### config.mk
export PLATFORM = sky130hd
export DESIGN_NAME = card_shoe_dealer_flat
export DESIGN_NICKNAME = d
export VERILOG_FILES = /design/src/rtl/card_shoe_dealer_pkg.sv /design/src/rtl/card_shoe_dealer_if.sv /design/src/rtl/card_shoe_dealer_lfsr16.sv /design/src/rtl/card_shoe_dealer.sv /design/src/flat_wrapper.sv
export SDC_FILE = /design/constraint.sdc
export NUM_CORES = 1
export LEC_CHECK = 0
export ABC_AREA = 1
export BUFFER_PORTS_ARGS = -buffer_cell sky130_fd_sc_hd__buf_2
export CORE_MARGIN = 10
export CORE_UTILIZATION = 25
export CTS_BUF_LIST = sky130_fd_sc_hd__clkbuf_4
export CTS_CLUSTER_DIAMETER = 60
export DETAILED_ROUTE_END_ITERATION = 10
export PLACE_DENSITY = 0.46
export SYNTH_ARGS = -nofsm -noshare
export SYNTH_HDL_FRONTEND = slang
export SYNTH_SLANG_ARGS = --single-unit
### constraint.sdc
create_clock -name clk -period 5.65 [get_ports clk]
set_input_delay 0.565 -clock clk [delete_from_list [all_inputs] [get_ports clk]]
set_output_delay 0.565 -clock clk [all_outputs]
set_load 0.005 [all_outputs]
### src/rtl/card_shoe_dealer_pkg.sv
// Shared sizes, FSM state type and card helpers for the card shoe dealer.
package card_shoe_dealer_pkg;

    localparam int CARD_W    = 4;
    localparam int RANK_W    = 4;
    localparam int NUM_RANKS = 13;
    localparam int DECK_SIZE = 52;
    localparam int COPIES    = 4;
    localparam int CNT_W     = 3;
    localparam int LEFT_W    = $clog2(DECK_SIZE + 1);

    typedef enum logic [2:0] {
        IDLE,
        SHUFFLE,
        PICK1,
        PICK2,
        DONE
    } shoe_state_t;

    function automatic logic [CARD_W-1:0] rank_to_value(input logic [RANK_W-1:0] rank);
        return (rank > 4'd10) ? 4'd10 : rank;
    endfunction

    // Folds the low LFSR nibble (0..15) onto ranks 1..13.
    function automatic logic [RANK_W-1:0] lfsr_to_rank(input logic [15:0] lfsr);
        return ((lfsr[3:0] >= 4'd13) ? lfsr[3:0] - 4'd13 : lfsr[3:0]) + 4'd1;
    endfunction

    function automatic logic [RANK_W-1:0] next_rank(input logic [RANK_W-1:0] rank);
        return (rank == 4'd13) ? 4'd1 : rank + 4'd1;
    endfunction

endpackage

### src/rtl/card_shoe_dealer_if.sv
// Card-request path between the game controller (master) and the shoe dealer (slave).
interface card_shoe_dealer_if;
    import card_shoe_dealer_pkg::*;

    logic              draw_req;
    logic [2:0]        test_mode;
    logic [CARD_W-1:0] card1_out;
    logic [CARD_W-1:0] card2_out;
    logic              card_valid;
    logic              busy;
    logic              shuffling;
    logic [LEFT_W-1:0] cards_left;

    modport master (
        output draw_req, test_mode,
        input  card1_out, card2_out, card_valid, busy, shuffling, cards_left
    );

    modport slave (
        input  draw_req, test_mode,
        output card1_out, card2_out, card_valid, busy, shuffling, cards_left
    );

endinterface

### src/rtl/card_shoe_dealer_lfsr16.sv
// 16-bit Fibonacci LFSR, taps 16,14,13,11, right-shifting; loads seed on reset.
module lfsr16 (
    input  logic        clk,
    input  logic        reset_n,
    input  logic        en,
    input  logic [15:0] seed,
    output logic [15:0] q
);

    logic fb;

    assign fb = q[0] ^ q[2] ^ q[3] ^ q[5];

    always_ff @(posedge clk or negedge reset_n) begin
        if (!reset_n) begin
            q <= seed;
        end else if (en) begin
            q <= {fb, q[15:1]};
        end
    end

endmodule

### src/rtl/card_shoe_dealer.sv
// Deals two cards per request from a 52-card shoe without replacement, refilling when low.
//  state   | meaning
//  IDLE    | waiting for draw_req; outputs hold the last deal
//  SHUFFLE | restoring one rank count to full per cycle (13 cycles)
//  PICK1   | probing from the LFSR candidate for the first card
//  PICK2   | probing for the second card (or pairing with card1 in test_mode 7)
//  DONE    | card_valid pulse
module card_shoe_dealer
    import card_shoe_dealer_pkg::*;
#(
    parameter logic [15:0] SEED         = 16'hACE1,
    parameter int          RESHUFFLE_AT = 12
) (
    input  logic            clk,
    input  logic            reset_n,
    card_shoe_dealer_if.slave bus
);

    localparam logic [LEFT_W-1:0] LOW_MARK  = LEFT_W'(RESHUFFLE_AT);
    localparam logic [CNT_W-1:0]  FULL_CNT  = CNT_W'(COPIES);
    localparam logic [3:0]        LAST_SHUF = 4'(NUM_RANKS - 1);

    shoe_state_t       state, state_nx;
    logic [CNT_W-1:0]  rank_cnt [NUM_RANKS];
    logic [RANK_W-1:0] probe;
    logic [RANK_W-1:0] card1_rank;
    logic [RANK_W-1:0] cand_rank;
    logic [RANK_W-1:0] cur_rank;
    logic [RANK_W-1:0] idx;
    logic [CNT_W-1:0]  cur_cnt;
    logic              probing;
    logic              pick;
    logic              take;
    logic              force_pair;
    logic              lfsr_en;
    logic [3:0]        shuf_idx;
    logic [15:0]       lfsr_q;
    logic [LEFT_W-1:0] left_sum;
    logic [CARD_W-1:0] card1_q;
    logic [CARD_W-1:0] card2_q;

    lfsr16 u_lfsr (
        .clk     (clk),
        .reset_n (reset_n),
        .en      (lfsr_en),
        .seed    (SEED),
        .q       (lfsr_q)
    );

    // Deterministic modes freeze the LFSR outside the pick states.
    assign pick       = (state == PICK1) || (state == PICK2);
    assign lfsr_en    = (bus.test_mode == 3'd0) || pick;
    assign cand_rank  = lfsr_to_rank(lfsr_q);
    assign force_pair = (state == PICK2) && (bus.test_mode == 3'd7) && !probing
                        && (rank_cnt[card1_rank - 4'd1] != '0);

    always_comb begin
        cur_rank = probing ? probe : cand_rank;
        if (force_pair) begin
            cur_rank = card1_rank;
        end
        idx     = cur_rank - 4'd1;
        cur_cnt = rank_cnt[idx];
    end

    assign take = pick && (cur_cnt != '0);

    always_comb begin
        left_sum = '0;
        for (int i = 0; i < NUM_RANKS; i++) begin
            left_sum = left_sum + LEFT_W'(rank_cnt[i]);
        end
    end

    always_ff @(posedge clk or negedge reset_n) begin
        if (!reset_n) begin
            state <= IDLE;
        end else begin
            state <= state_nx;
        end
    end

    always_comb begin
        state_nx       = state;
        bus.busy       = 1'b1;
        bus.shuffling  = 1'b0;
        bus.card_valid = 1'b0;
        case (state)
            IDLE: begin
                bus.busy = bus.draw_req;
                if (bus.draw_req) begin
                    state_nx = (left_sum < LOW_MARK) ? SHUFFLE : PICK1;
                end
            end
            SHUFFLE: begin
                bus.shuffling = 1'b1;
                if (shuf_idx == LAST_SHUF) begin
                    state_nx = PICK1;
                end
            end
            PICK1: begin
                if (take) begin
                    state_nx = PICK2;
                end
            end
            PICK2: begin
                if (take) begin
                    state_nx = DONE;
                end
            end
            DONE: begin
                bus.card_valid = 1'b1;
                state_nx       = IDLE;
            end
            default: state_nx = IDLE;
        endcase
    end

    always_ff @(posedge clk or negedge reset_n) begin
        if (!reset_n) begin
            for (int i = 0; i < NUM_RANKS; i++) begin
                rank_cnt[i] <= FULL_CNT;
            end
            probe      <= 4'd1;
            probing    <= 1'b0;
            shuf_idx   <= '0;
            card1_rank <= 4'd1;
            card1_q    <= '0;
            card2_q    <= '0;
        end else begin
            case (state)
                IDLE: begin
                    shuf_idx <= '0;
                    probing  <= 1'b0;
                end
                SHUFFLE: begin
                    rank_cnt[shuf_idx] <= FULL_CNT;
                    shuf_idx           <= shuf_idx + 4'd1;
                end
                PICK1, PICK2: begin
                    if (take) begin
                        rank_cnt[idx] <= cur_cnt - 3'd1;
                        probing       <= 1'b0;
                        if (state == PICK1) begin
                            card1_q    <= rank_to_value(cur_rank);
                            card1_rank <= cur_rank;
                        end else begin
                            card2_q <= rank_to_value(cur_rank);
                        end
                    end else begin
                        probing <= 1'b1;
                        probe   <= next_rank(cur_rank);
                    end
                end
                default: ;
            endcase
        end
    end

    assign bus.card1_out  = card1_q;
    assign bus.card2_out  = card2_q;
    assign bus.cards_left = left_sum;

endmodule

### src/flat_wrapper.sv
// flat-port wrapper written by rule: the top's interface ports become plain ports
module card_shoe_dealer_flat import card_shoe_dealer_pkg::*;
#(
    parameter logic [15:0] SEED         = 16'hACE1,
    parameter int          RESHUFFLE_AT = 12
)
  (clk, reset_n, bus_draw_req, bus_test_mode, bus_card1_out, bus_card2_out, bus_card_valid, bus_busy, bus_shuffling, bus_cards_left);
  card_shoe_dealer_if bus_i ();
  input  logic clk;
  input  logic reset_n;
  input wire logic [$bits(bus_i.draw_req)-1:0] bus_draw_req;
  input wire logic [$bits(bus_i.test_mode)-1:0] bus_test_mode;
  output wire logic [$bits(bus_i.card1_out)-1:0] bus_card1_out;
  output wire logic [$bits(bus_i.card2_out)-1:0] bus_card2_out;
  output wire logic [$bits(bus_i.card_valid)-1:0] bus_card_valid;
  output wire logic [$bits(bus_i.busy)-1:0] bus_busy;
  output wire logic [$bits(bus_i.shuffling)-1:0] bus_shuffling;
  output wire logic [$bits(bus_i.cards_left)-1:0] bus_cards_left;
  assign bus_i.draw_req = bus_draw_req;
  assign bus_i.test_mode = bus_test_mode;
  assign bus_card1_out = bus_i.card1_out;
  assign bus_card2_out = bus_i.card2_out;
  assign bus_card_valid = bus_i.card_valid;
  assign bus_busy = bus_i.busy;
  assign bus_shuffling = bus_i.shuffling;
  assign bus_cards_left = bus_i.cards_left;
  card_shoe_dealer #(.SEED(SEED), .RESHUFFLE_AT(RESHUFFLE_AT)) u_core (.clk(clk), .reset_n(reset_n), .bus(bus_i));
endmodule
* Yosys cells after proc, flatten, opt, wreduce, memory -nomap -nowiden
Index checks and enable logic that the tools add are counted.
** Word-level totals
- Register bits :: 79
- Output and inout port bits :: 17
- Input port bits :: 6
- Logic and storage cells :: 123
** Operators by class
- Order comparisons :: 8
- Reductions and logical operators :: 22
- Equal/unequal tests :: 12
- Mux-type cells :: 30
- Add/subtract/negate cells :: 19
- Bitwise gates (word level) :: 11
** Operators by type and width (number)
- 39-bit one-hot mux with 2 select lines :: 1
- 6-bit by 3-bit adder with 6-bit output :: 11
- 39-bit bitwise mux :: 1
- 39-bit two-way mux :: 1
- 3-bit two-way mux :: 10
- 26-bit bitwise AND :: 1
- 26-bit NOT :: 1
- 3-bit binary-select mux with 4-bit select :: 2
- 3-bit demux with 4-bit select :: 2
- 4-bit two-way mux :: 5
- 5-bit >= comparator (second input constant) :: 3
- 4-bit NOT with 5-bit output :: 3
- 13-bit OR :: 1
- 4-bit by 1-bit adder with 4-bit output (second input constant) :: 3
- 3-bit one-hot mux with 4 select lines :: 1
- 5-bit by 1-bit less-than comparator with 1-bit output (second input constant) :: 2
- 4-bit == test (second input constant) :: 2
- 2-bit by 1-bit != test with 1-bit output (second input constant) :: 4
- 4-bit one-hot mux with 2 select lines :: 1
- 4-bit by 1-bit subtractor with 4-bit output (second input constant) :: 2
- 3-bit by 2-bit == test with 1-bit output (second input constant) :: 2
- 3-bit == test (second input constant) :: 2
- 1-bit logical AND :: 6
- 3-bit zero test :: 2
- 21 further kinds :: 33

* Depth between registers and ports, before layout
- Word-level depth :: 17
- Gate-level depth with buffers :: 34
- Depth with buffers taken out :: 29

* Worst setup path before layout
Ideal clock, no wire load.
- Path type :: reg-to-output
- Start point :: register u_core.rank_cnt[33] (netlist bit)
- End point :: output bus_cards_left[4]
- Data required time :: 5.085 ns
- Stages on the path, launching flop included :: 19
- Path slack :: 0.385 ns
- Buffers on the path :: 0
- Data arrival time :: 4.700 ns
- Cell sequence :: dfrtp_1 ha_1 fa_1 xor2_1 fa_1 inv_1 fa_1 inv_1 fa_1 fa_1 inv_1 fa_1 inv_1 ha_1 a21oi_1 nor2_1 nor2_1 xor2_1 inv_1
** Between the ends
- Cells in the longest elaborated chain, start to end :: 12
** RTL lines
- start, declared :: RTL line card_shoe_dealer.sv:24 : logic [CNT_W-1:0] rank_cnt [NUM_RANKS];
- start signal, assigned by index :: RTL line card_shoe_dealer.sv:142 : rank_cnt[idx] <= cur_cnt - 3'd1;
- 3-bit by 3-bit adder with 4-bit output :: RTL line card_shoe_dealer.sv:71 : left_sum = left_sum + LEFT_W'(rank_cnt[i]);
- 6-bit by 3-bit adder with 6-bit output (11 in a row) :: RTL line card_shoe_dealer.sv:71
- end, declared :: RTL line flat_wrapper.sv:18 : output wire logic [$bits(bus_i.cards_left)-1:0] bus_cards_left;
No other way between the ends.

* Worst setup path after layout
- Start point :: register u_core.rank_cnt[36] (netlist bit)
- End point :: output bus_cards_left[5]
Same word-level chain as after synthesis.

==> qor.txt <==
R2R setup slack: -20 ps
final non-filler cell total: 1323
number of synthesized flops with an enable pin: 0
Syn Std Cell Area: 6580 um2
Boundary Pins: 23
die width: 182 um
main area contributors after synthesis: dfrtp_1, nand2_1, dfstp_2, fa_1, inv_1
endpoints failing setup: 3
number of global-route vias before repair: 5914
failing checks: setup timing
Syn Inst Count: 934
die area: 33200 um2
CTS max path bufs: 2
total vias in the final route: 6109
reg2reg end: u_core.state[1]
Max-slew headroom: 0.262
Routed WL: 20800 um
nature of the critical path endpoint: primary output
compound-gate portion of the synthesized area: 0.101
Layout Skew: 20.5 ps
worst setup margin: -63.9 ps
syn avg cell area: 7.05 um2
Register-to-Register Path Depth: 24
H-tree lvl count: 3
CP most frequent cell: fa_1
syn nets: 998
Std-Cell Rows: 59
fraction of registers with async set/reset: 1.00
Layout fillers: 2865
final hold vios: 0
GRT Max-Usage Layer: met2
Initial Util: 0.253
Synth Area in Simple Gates: 0.337
CTS Sinks: 79
largest net degree at the start of global routing: 74
synthesis-to-finish area growth: 14.5%
first-pass GRT wire length: 33400 um
outcome: finished, violations left
#FFs+latches synth: 79
multiplexer share of the synthesized area: 0.00152
die height: 182 um
top post-synthesis cells by count: nand2_1, inv_1, nand3_1
actual slew at the worst max-slew pin: 1110 ps
clock-pin slew on the worst setup and hold paths: 130 ps
Tot GR Track Use: 0.127
main combinational cell family by area after synthesis: simple AND/OR/NAND/NOR gates
met3 Track Usage GR: 0.0271
startpoint types: flip-flop
Final Wtd Congestion: 0.890
Num CTS Buffers: 9
Arr. time, crit path: 5150 ps
Synth warnings: 0
slowest CP cell: fa_1
Starting DRT DRC Count: 455
share of layout cells above drive strength 1: 0.152
dominant cell by count in the synthesized netlist: nand2_1
Tcrit/Tclk final: 1.01
Max FO, Critical Path: 2
CP Class: reg2out
Crit Reg-Reg Startpoint: u_core.rank_cnt[36]
TritonCTS clock tree: built
Slew Limit Fails: 0
Slowest Stage Delay on Critical Path: 560 ps
nets: 1046
clock root cell: clkbuf_4
grt ovf: 0
crit path from: u_core.rank_cnt[36]
Tmin final: 5710 ps
DRC: 0
Routed WL per cell: 15.7 um
dpl hpwl: 15900 um
RSZ-0062 raised after global routing: yes
Yosys top cell area share: 0.213
Final ANT Viol Nets: 0
min-delay worst type: in2async
I/O Buffers: 22
grt met1 use: 0.173
post-synth top area cell: dfrtp_1
Post-Synth XOR/XNOR Area: 0.0120
Unique masters post-synth: 38
Max Cap Viol: 0
FMAX: 175 MHz
top_reg_cell synth: dfrtp_1
sequential area share after synthesis: 0.305
vias per std cell: 4.62
antenna violations before repair: 1
critical path cell sequence: ha_2 > fa_2 > fa_1 > fa_1 > fa_1 > inv_2 > fa_1 > fa_1 > inv_1 > ha_2 > inv_2 > fa_2 > o21ai_2 > xnor2_1 > inv_1 > buf_2
Clock Latency Late Sink: 470 ps
drt pass-1 iters: 5
met2 Use GR: 0.196
Post-Place Cells: 1295
core area: 26000 um2
Worst EP required: 5090 ps
synthesized-area fraction occupied by adder cells: 0.145
-- kinds of logic after synthesis --
kind of cell / Yosys count
flops: 79
compound gates: 116
xor+xnor: 9
buf+inv: 160
fa+ha+maj: 58
simple gates: 511
mux: 1
-- per-stage QoR --
stage               setup slack, ps  area, um2   util  hold WS, ps  TNS (ps)
floorplan                       385       6580      -          269         0
global placement                177       7220  0.278          383         0
detailed placement              135       7220  0.278          384         0
CTS                            -119       7460  0.287          381      -250
global route                   -285       7530  0.290          385     -1260
finish                        -63.9       7530  0.290          428      -104
-- area by class of cell --
cell class / instances / area [um2] / share of cell area
Antenna cell: 1 / 2.50 / 0.000332
Clock buffer: 10 / 75.1 / 0.00997
Clock inverter: 6 / 85.1 / 0.0113
Inverter: 132 / 495 / 0.0658
Multi-Input combinational cell: 695 / 3990 / 0.530
Sequential cell: 79 / 2010 / 0.266
Tap cell: 335 / 419 / 0.0556
Timing Repair Buffer: 65 / 460 / 0.0611
-- state kept, by name (all words and copies together), names as in the netlist --
register and count:
u_core.bus.card1_out 4, u_core.bus.card2_out 4, u_core.card1_rank 4, u_core.probe 4, u_core.probing 1, u_core.rank_cnt 39, u_core.shuf_idx 4, u_core.state 3
u_core.u_lfsr.q 16
-- timing repair --
item / 4_1_cts / 5_1_grt
pin swaps: 12 / 7
resized for setup: 11 / 9
hold buffers: 1 / 0
hold endpoints to repair: 4 / 0
setup endpoints to repair: 4 / 6
buffers inserted: 7 / 3
-- layout by cell type (no fill, tap or decap), types with 3 or more instances in the layout --
cell      instances
inv_1           123
dfstp_2          23
nand3b_1         10
nor3_1            4
nand2_4           4
nand3_1          93
o211ai_1          8
nand2_2          15
o21ai_0          51
xor2_1            6
dfrtp_1          56
nand4_1           5
clkbuf_4         10
o32ai_1          10
buf_4            41
fa_1             28
nand2_1         309
o21ai_1           8
clkinv_1          3
buf_2            20
nand3_2           5
ha_1             24
inv_2             7
a21oi_1          29
nor2_1           59
-- worst max path at each step --
stage,endpoint,cells after the start
5_1_grt,bus_cards_left[5],16
6_report,bus_cards_left[5],16
2_1_floorplan,bus_cards_left[4],18
3_3_place_gp,bus_cards_left[4],19
3_5_place_dp,bus_cards_left[4],19
4_1_cts,bus_cards_left[4],19
-- per-layer routing --
layer,wire length [um],vias up
met2,9380,155
li1,-,3055
met5,0,-
met1,9970,2881
met4,311,0
met3,1160,18
-- worst max-delay path: cells and delay by family, from the launching register on --
kind,cells,cell delay (ps)
AOI/OAI and AO/OA,1,130
xor gates and xnor gates,1,130
adders and majority gates,9,3700
buffers and inverters,5,350
DFF,1,400
Power is left out: the tool's default activity adds up to more than one toggle a clock period on the data nets, which glitch-free logic cannot reach.
